File: config.mk
export PLATFORM = sky130hd
export DESIGN_NAME = puf_ro_counter
export DESIGN_NICKNAME = d
export VERILOG_FILES = /design/src/rtl/puf_ro_counter.sv
export SDC_FILE = /design/constraint.sdc
export NUM_CORES = 1
export LEC_CHECK = 0
export BUFFER_PORTS_ARGS = -buffer_cell sky130_fd_sc_hd__clkbuf_2
export CORE_AREA = 3 3 103 105
export CTS_BUF_LIST = sky130_fd_sc_hd__clkbuf_4
export DETAILED_ROUTE_END_ITERATION = 7
export DIE_AREA = 0 0 106 108
export MAX_ROUTING_LAYER = met4
export PLACE_DENSITY = 0.89
export SYNTH_ARGS = -nofsm -noshare
export SYNTH_HDL_FRONTEND = slang
export SYNTH_SLANG_ARGS = --single-unit
File: constraint.sdc
create_clock -name i_clk -period 4.1 [get_ports i_clk]
set_input_delay 0.82 -clock i_clk [delete_from_list [all_inputs] [get_ports i_clk]]
set_output_delay 0.82 -clock i_clk [all_outputs]
set_load 0.01 [all_outputs]
File: src/rtl/puf_ro_counter.sv
// puf_ro_counter: measures a pair of ring oscillators over a programmable window
// and turns the comparison of their edge counts into one PUF response bit.
//
// Optional build macro: PUF_RO_CNT_DIFF_EN adds o_diff = cnt_a - cnt_b (signed).
//
// Ports:
//   i_clk, i_rst_n         clock, asynchronous active-low reset
//   i_start                measurement request (only honoured in IDLE)
//   i_win_len[WIN_W]       count window in i_clk cycles (0 behaves as 1)
//   i_ro_a, i_ro_b         oscillator outputs, asynchronous to i_clk
//   o_en_a, o_en_b         oscillator enables
//   o_busy                 measurement in progress (start through DONE cycle)
//   o_done                 one-cycle pulse, results valid
//   o_resp, o_tie          cnt_a > cnt_b, cnt_a == cnt_b
//   o_cnt_a, o_cnt_b       final edge counts, held until the next start
//   o_diff[CNT_W+1]        (PUF_RO_CNT_DIFF_EN only) cnt_a - cnt_b
module puf_ro_counter #(
  parameter int unsigned CNT_W       = 16,
  parameter int unsigned WIN_W       = 16,
  parameter int unsigned SYNC_STAGES = 2
) (
  input  logic             i_clk,
  input  logic             i_rst_n,
  input  logic             i_start,
  input  logic [WIN_W-1:0] i_win_len,
  input  logic             i_ro_a,
  input  logic             i_ro_b,
  output logic             o_en_a,
  output logic             o_en_b,
  output logic             o_busy,
  output logic             o_done,
  output logic             o_resp,
  output logic             o_tie,
`ifdef PUF_RO_CNT_DIFF_EN
  output logic [CNT_W:0]   o_diff,
`endif
  output logic [CNT_W-1:0] o_cnt_a,
  output logic [CNT_W-1:0] o_cnt_b
);

  localparam int unsigned ARM_W = $clog2(SYNC_STAGES + 2);
  localparam logic [ARM_W-1:0] ARM_LAST = ARM_W'(SYNC_STAGES);

  typedef enum logic [1:0] {
    ST_IDLE  = 2'd0,
    ST_ARM   = 2'd1,
    ST_COUNT = 2'd2,
    ST_DONE  = 2'd3
  } state_e;

  state_e                 state_q;
  logic [SYNC_STAGES-1:0] sync_a_q, sync_b_q;
  logic                   prev_a_q, prev_b_q;
  logic [CNT_W-1:0]       cnt_a_q, cnt_b_q;
  logic [CNT_W-1:0]       cnt_a_d, cnt_b_d;
  logic [WIN_W-1:0]       win_q, win_cnt_q, win_d;
  logic [ARM_W-1:0]       arm_cnt_q;
  logic                   en_q, busy_q, done_q, resp_q, tie_q;
  logic [CNT_W-1:0]       res_a_q, res_b_q;
  logic                   rise_a, rise_b, win_last;
`ifdef PUF_RO_CNT_DIFF_EN
  logic [CNT_W:0]         diff_q;
`endif

  // Synchronisers and previous-value registers for rising-edge detection
  always_ff @(posedge i_clk or negedge i_rst_n) begin
    if (!i_rst_n) begin
      sync_a_q <= '0;
      sync_b_q <= '0;
      prev_a_q <= 1'b0;
      prev_b_q <= 1'b0;
    end else begin
      sync_a_q <= {sync_a_q[SYNC_STAGES-2:0], i_ro_a};
      sync_b_q <= {sync_b_q[SYNC_STAGES-2:0], i_ro_b};
      prev_a_q <= sync_a_q[SYNC_STAGES-1];
      prev_b_q <= sync_b_q[SYNC_STAGES-1];
    end
  end

  // Edge detect, saturating increments, effective window and last-window-cycle flag
  always_comb begin
    rise_a   = sync_a_q[SYNC_STAGES-1] & ~prev_a_q;
    rise_b   = sync_b_q[SYNC_STAGES-1] & ~prev_b_q;
    cnt_a_d  = (rise_a && (cnt_a_q != '1)) ? cnt_a_q + CNT_W'(1) : cnt_a_q;
    cnt_b_d  = (rise_b && (cnt_b_q != '1)) ? cnt_b_q + CNT_W'(1) : cnt_b_q;
    win_d    = (i_win_len == '0) ? WIN_W'(1) : i_win_len;
    win_last = (win_cnt_q == win_q - WIN_W'(1));
  end

  // Measurement FSM. COUNT spends W cycles counting with the enables up, then one
  // drain cycle with the enables down so the last counted edge has settled into
  // the counters before the results are captured on entry to DONE.
  always_ff @(posedge i_clk or negedge i_rst_n) begin
    if (!i_rst_n) begin
      state_q   <= ST_IDLE;
      cnt_a_q   <= '0;
      cnt_b_q   <= '0;
      win_q     <= '0;
      win_cnt_q <= '0;
      arm_cnt_q <= '0;
      en_q      <= 1'b0;
      busy_q    <= 1'b0;
      done_q    <= 1'b0;
      resp_q    <= 1'b0;
      tie_q     <= 1'b0;
      res_a_q   <= '0;
      res_b_q   <= '0;
`ifdef PUF_RO_CNT_DIFF_EN
      diff_q    <= '0;
`endif
    end else begin
      case (state_q)
        ST_IDLE: begin
          if (i_start) begin
            state_q   <= ST_ARM;
            win_q     <= win_d;
            cnt_a_q   <= '0;
            cnt_b_q   <= '0;
            arm_cnt_q <= '0;
            en_q      <= 1'b1;
            busy_q    <= 1'b1;
            res_a_q   <= '0;
            res_b_q   <= '0;
            resp_q    <= 1'b0;
            tie_q     <= 1'b0;
`ifdef PUF_RO_CNT_DIFF_EN
            diff_q    <= '0;
`endif
          end
        end
        ST_ARM: begin
          if (arm_cnt_q == ARM_LAST) begin
            state_q   <= ST_COUNT;
            win_cnt_q <= '0;
          end else begin
            arm_cnt_q <= arm_cnt_q + ARM_W'(1);
          end
        end
        ST_COUNT: begin
          if (en_q) begin
            cnt_a_q   <= cnt_a_d;
            cnt_b_q   <= cnt_b_d;
            win_cnt_q <= win_cnt_q + WIN_W'(1);
            if (win_last) en_q <= 1'b0;
          end else begin
            state_q <= ST_DONE;
            done_q  <= 1'b1;
            res_a_q <= cnt_a_q;
            res_b_q <= cnt_b_q;
            resp_q  <= (cnt_a_q > cnt_b_q);
            tie_q   <= (cnt_a_q == cnt_b_q);
`ifdef PUF_RO_CNT_DIFF_EN
            diff_q  <= {1'b0, cnt_a_q} - {1'b0, cnt_b_q};
`endif
          end
        end
        ST_DONE: begin
          state_q <= ST_IDLE;
          done_q  <= 1'b0;
          busy_q  <= 1'b0;
        end
        default: state_q <= ST_IDLE;
      endcase
    end
  end

  assign o_en_a  = en_q;
  assign o_en_b  = en_q;
  assign o_busy  = busy_q;
  assign o_done  = done_q;
  assign o_resp  = resp_q;
  assign o_tie   = tie_q;
  assign o_cnt_a = res_a_q;
  assign o_cnt_b = res_b_q;
`ifdef PUF_RO_CNT_DIFF_EN
  assign o_diff  = diff_q;
`endif

endmodule
==> results of run 1 <==
logic make-up (layout without fill, tap and decap cells):
| kind of cell | Yosys count | count (layout) | share of synthesized area, % |
|---|---|---|---|
| AO/OA/AOI/OAI | 99 | 99 | 10.96 |
| multiplexers | 18 | 18 | 3.411 |
| buffers and inverters | 55 | 105 | 4.072 |
| XOR/XNOR | 61 | 61 | 9.102 |
| flip-flops | 111 | 111 | 47.32 |
| adder cells (fa/ha/maj) | 25 | 25 | 5.329 |
| AND/OR/NAND/NOR | 223 | 223 | 19.80 |
power by group through the flow:
stage / Clock (mW) / Combinational, mW / Sequential, mW
after CTS: 0.598 / 1.21 / 1.51
final: 0.588 / 1.21 / 1.51
after detailed placement: 0 / 1.20 / 1.53
after global placement: 0 / 1.13 / 1.51
after floorplan: 0 / 0.996 / 1.42
after global routing: 0.638 / 1.34 / 1.54
synth_stat cells, types with 11 or more instances:
cell type,count
a22o_1,19
xnor2_1,38
dfrtp_1,111
nand4_1,14
nor3_1,11
o21ai_0,40
clkbuf_1,16
nor2_1,56
a21oi_1,14
nand2_1,57
nand3_1,30
inv_1,27
ha_1,25
mux2_2,16
xor2_1,23
sequential cells by signal, indices dropped and copies added (netlist names), 2 cells and up:
name,cells
win_q,16
win_cnt_q,16
sync_b_q,2
o_cnt_a,16
state_q,2
sync_a_q,2
o_cnt_b,16
arm_cnt_q,2
cnt_a_q,16
cnt_b_q,16
worst paths after layout:
kind / from / slack, ps / endpoint
min in group i_clk: sync_a_q[0] / 380 / sync_a_q[1]
min reg2reg: sync_a_q[0] / 380 / sync_a_q[1]
min: i_rst_n / 340 / o_done
max reg2reg: state_q[0] / 1300 / cnt_a_q[15]
max: state_q[0] / 1300 / cnt_a_q[15]
max in group asynchronous: i_rst_n / 2900 / o_cnt_b[15]
layer usage:
metal | up-vias | routed length [um] | GRT usage [%]
met4 | 0 | 219 | 5.920
met1 | 2259 | 5357 | 29.36
li1 | 2152 | - | -
met2 | 118 | 6923 | 43.90
met5 | - | 0 | -
met3 | 25 | 590 | 4.478
area by class of cell:
cell class                 count  area (um^2)  area share [%]
clock buffer                   9        67.56           1.057
clock inverter                 7        101.3           1.586
sequential                   111         2778           43.47
tap                          133        166.4           2.604
inverter                      27        101.3           1.586
multi-input combinational    426         2853           44.64
timing repair buffer          62        322.8           5.052
worst max-delay path, stage by stage (launching register included):
cell and delay, ps:
dfrtp_1 450, inv_1 110, ha_1 600, mux2i_1 270, a21oi_1 250, nor3b_1 330, nor2b_1 300, nor2b_1 220
xnor2_1 140, nor2_1 60
==> impl_metrics.json, run 1 <==
{
  "crit_path_end_kind": "flop",
  "final_common_cell": "dfrtp_1",
  "seq_power_share_pct": 45.7,
  "setup_viol": 0,
  "synth_warnings": 0,
  "fin_crit_sh_pct": 68.40,
  "post-place-cells": 759,
  "worst_slack_ps": 1296,
  "pin_count": 59,
  "hold_ws_ps": 340.9,
  "fin_area_um2": 6390,
  "antenna_found_initial": 0,
  "avgSynthCellArea_um2": 9.914,
  "p_sw_share_pct": 41.56,
  "hold_class": "in -> async",
  "drc": 0,
  "tritoncts": "yes",
  "ys_ff_latch": 111,
  "cts_max_path_buffers": 2,
  "skew_ps": 31.54,
  "worstSetupPathType": "reg -> reg",
  "pwr-share-clk_pct": 17.8,
  "seq_area_frac_synth_pct": 47.32,
  "grt_usage_pct": 24.67,
  "max_cap_violations": 0,
  "avgViaCountPerCell": 5.876,
  "synthArstFlopShare_pct": 100.0,
  "max_freq_mhz": 356.6,
  "syn2layout_area_growth_pct": 8.868,
  "drive_gt1_share_pct": 16.04,
  "cts_sinks": 111,
  "arrival_ps": 3200,
  "cts-hold-fix-buffers": 0,
  "fin_crit_ps": 2804,
  "htree_num_levels": 3,
  "clock_latency_ps": 490,
  "syn_nets": 638,
  "cts_buffers": 9,
  "cts_resized": 0,
  "rows": 36,
  "power_mw": 3.307,
  "synth_cell_type_count": 53,
  "drt_iter0_drc": 192,
  "synth.area.top_cells": "dfrtp_1 (47%), xnor2_1 (5.7%), ha_1 (5.3%)",
  "core_um2": 9729,
  "syn_area_um2": 5869,
  "combinationalPowerShare_pct": 36.5,
  "ant_nets": 0,
  "hold_viol": 0,
  "synth_ff_type": "dfrtp_1",
  "insertedDiodeCount": 0,
  "grt_max_degree": 55,
  "switchingPower_mw": 1.375,
  "outcome": "finished clean",
  "routed_wl_um": 13090,
  "die_w_um": 106,
  "wl_per_cell_um": 16.89,
  "power.density_nw_per_um2": 517.6,
  "grt_pass1_vias": 4654,
  "internal_power_mw": 1.933,
  "tightestPinTransition_ps": 1138,
  "reg2reg_depth": 9,
  "fin_cells": 775,
  "postCtsSetupBuffers": 0,
  "vias": 4554,
  "place_area_um2": 6221,
  "routabilityCongestion": 0.9093,
  "final_nets": 683,
  "grt_overflow": 0,
  "io_buffers": 58,
  "layout_common_cells": "dfrtp_1 (111), nand2_1 (57), clkbuf_2 (57), nor2_1 (56), o21ai_0 (40)",
  "nFillCells": 775,
  "crit_required_ps": 4500,
  "crit_path_max_fanout": 20,
  "cts-root-buf": "clkbuf_4",
  "rsz0062_at_grt": "false",
  "grt_pass1_wl_um": 22050,
  "relSlewSlack_pct": 23.87,
  "first_pass_iters": 4,
  "die_h_um": 108,
  "post-dp-hpwl_um": 9721,
  "fin_util_pct": 65.68,
  "cellLeakagePower_nw": 2.930,
  "synth_cells": 592,
  "synth-edff-count": 0,
  "cp-start-kind": "flop",
  "post-place-ws_ps": 1424,
  "drv_slew": 0,
  "synth_top_cell_by_area": "dfrtp_1",
  "dieArea_um2": 11450,
  "cts.clk_slew.worst_paths_ps": 210,
  "setup-tns-final_ps": 0,
  "ir_worst_vdd_v": 0.0002462,
  "start_util_pct": 60.33,
  "yosysTopAreaCellShare_pct": 47.32
}
No activity file was read; power rests on OpenSTA's default activity.
==> run 2: changes to the inputs <==
==> constraint.sdc (replaced) <==
create_clock -name i_clk -period 2.8 [get_ports i_clk]
set_input_delay 0.56 -clock i_clk [delete_from_list [all_inputs] [get_ports i_clk]]
set_output_delay 0.56 -clock i_clk [all_outputs]
set_load 0.01 [all_outputs]
==> run 2 against run 1 <==
Net effect:
- die area is the same
- largest cell class unchanged
- utilization grew 0.62 points
- final cell count grew 0.77%
- maximum frequency grew 13%
- power grew 47%
==> impl_metrics.json, run 2 (same netlist as run 1, synthesis figures left out) <==
{
  "outcome": "finished clean",
  "worst_slack_ps": 323.2,
  "htree_num_levels": 3,
  "cellLeakagePower_nw": 2.963,
  "antenna_found_initial": 0,
  "grt_pass1_vias": 4595,
  "multi_input_area_um2": 2861,
  "use_met1_pct": 29.71,
  "fin_crit_ps": 2477,
  "cp_slowest_cell": "or3b_1",
  "arrival_ps": 2850,
  "io_buffers": 58,
  "critical_path.max_stage_delay_ps": 520,
  "max_cap_violations": 0,
  "die_w_um": 106,
  "nFillCells": 786,
  "max_freq_mhz": 403.7,
  "use_met3_pct": 5.313,
  "fin_util_pct": 66.29,
  "fin_crit_sh_pct": 88.46,
  "grt_use_met2_pct": 42.67,
  "cp_top_family": "simple AND/OR/NAND/NOR gates",
  "drv_slew": 0,
  "power.density_nw_per_um2": 753.0,
  "worstSetupPathType": "reg -> reg",
  "clock_latency_ps": 500,
  "die_h_um": 108,
  "path_cells": "inv_1 -> ha_1 -> or3b_1 -> nor4_4 -> xnor2_1 -> a311oi_2 -> nand4_1 -> nor4_2 -> a31oi_1",
  "area.sequential_um2": 2778,
  "hold_ws_ps": 146.3,
  "cts_buffers": 9,
  "combinationalPowerShare_pct": 37.2,
  "grt_overflow": 0,
  "cts.clk_slew.worst_paths_ps": 160,
  "cp-start-kind": "flop",
  "post-place-ws_ps": 308.8,
  "cts_sinks": 111,
  "routabilityCongestion": 0.8964,
  "pin_count": 59,
  "core_um2": 9729,
  "hold_class": "in -> reg",
  "tritoncts": "yes",
  "rows": 36,
  "dieArea_um2": 11450,
  "routed_wl_um": 13050,
  "crit_required_ps": 3170,
  "drc": 0,
  "grt_pass1_wl_um": 22110,
  "postCtsSetupBuffers": 0,
  "setup_viol": 0,
  "final_common_cell": "dfrtp_1",
  "crit_path_max_fanout": 8,
  "hold_viol": 0,
  "top_usage_layer": "met2",
  "post-dp-hpwl_um": 9713,
  "p_sw_share_pct": 39.28,
  "vias": 4584,
  "avgViaCountPerCell": 5.869,
  "relSlewSlack_pct": 43.20,
  "tightestPinTransition_ps": 848.9,
  "setup-tns-final_ps": 0,
  "start_util_pct": 60.33,
  "drt_iter0_drc": 266,
  "grt_usage_pct": 25.00,
  "drive_gt1_share_pct": 16.82,
  "cts-root-buf": "clkbuf_4",
  "seq_power_share_pct": 45.4,
  "pwr-share-clk_pct": 17.4,
  "layout_common_cells": "dfrtp_1 (111), nand2_1 (57), clkbuf_2 (57), nor2_1 (56), o21ai_0 (40)",
  "skew_ps": 23.45,
  "insertedDiodeCount": 0,
  "first_pass_iters": 5,
  "crit_path_end_kind": "flop",
  "wl_per_cell_um": 16.71,
  "fin_cells": 781,
  "switchingPower_mw": 1.908,
  "final_nets": 689,
  "ant_nets": 0,
  "post-place-cells": 764,
  "rsz0062_at_grt": "false",
  "syn2layout_area_growth_pct": 9.891,
  "internal_power_mw": 2.949,
  "cp.buffers_inverters": 1,
  "cts_max_path_buffers": 2,
  "grt_max_degree": 57,
  "ir_worst_vdd_v": 0.0004283
}
-- run 2: changes by cell type in the layout (fill, tap and decap cells not counted), sizes merged --
cell,before,now
bufinv,0,1
clkbuf,66,68
clkinv,4,1
dlygate4sd3,0,1
buf,5,10
-- run 2: worst reg2reg max path, cell delays in order (launching register included) --
cell and delay [ps]:
dfrtp_1 490, inv_1 110, ha_1 250, or3b_1 520, nor4_4 270, xnor2_1 110
a311oi_2 190, nand4_1 140, nor4_2 170, a31oi_1 110
-- run 2: timing repair --
item	in CTS	in global routing
hold buffers	1	0
setup endpoints to repair	0	2
hold endpoints to repair	23	0
resized for setup	0	2
-- run 2: through the flow --
step / area (um^2) / power, mW
after CTS: 6441 / 4.871
final: 6450 / 4.857
after global placement: 6284 / 3.909
after floorplan: 5869 / 3.545
after detailed placement: 6284 / 4.019
after global routing: 6450 / 5.189
-- run 2: final timing paths --
| path | startpoint | endpoint | slack, ps | cells past startpoint |
|---|---|---|---|---|
| min in group asynchronous | i_rst_n | win_cnt_q[10] | 480 | 2 |
| worst min register to register | sync_b_q[0] | sync_b_q[1] | 370 | 0 |
| worst max register to register | win_q[0] | o_en_a | 320 | 9 |
| worst max-delay path | win_q[0] | o_en_a | 320 | 9 |
| worst min-delay path | i_ro_a | sync_a_q[0] | 150 | 1 |
| max in group asynchronous | i_rst_n | sync_a_q[0] | 1620 | 3 |
-- run 2: layout make-up --
cell class | count | share of cell area, %
clock inverter | 5 | 1.009
clock buffer | 11 | 1.280
multi-input combinational | 426 | 44.36
sequential | 111 | 43.06
inverter | 27 | 1.571
tap | 133 | 2.580
timing repair buffer | 68 | 6.130
-- run 2: metal layers --
metal	routed length, um	vias to the layer above
li1	-	2159
met1	5347	2263
met2	6799	134
met3	572	28
met4	334	0
met5	0	-
-- run 2: power groups by stage --
stage | Combinational [mW] | Sequential (mW) | Clock, mW
final | 1.81 | 2.20 | 0.845
after global routing | 2.02 | 2.25 | 0.924
after CTS | 1.80 | 2.20 | 0.871
after detailed placement | 1.79 | 2.23 | 0
after global placement | 1.69 | 2.22 | 0
after floorplan | 1.46 | 2.09 | 0
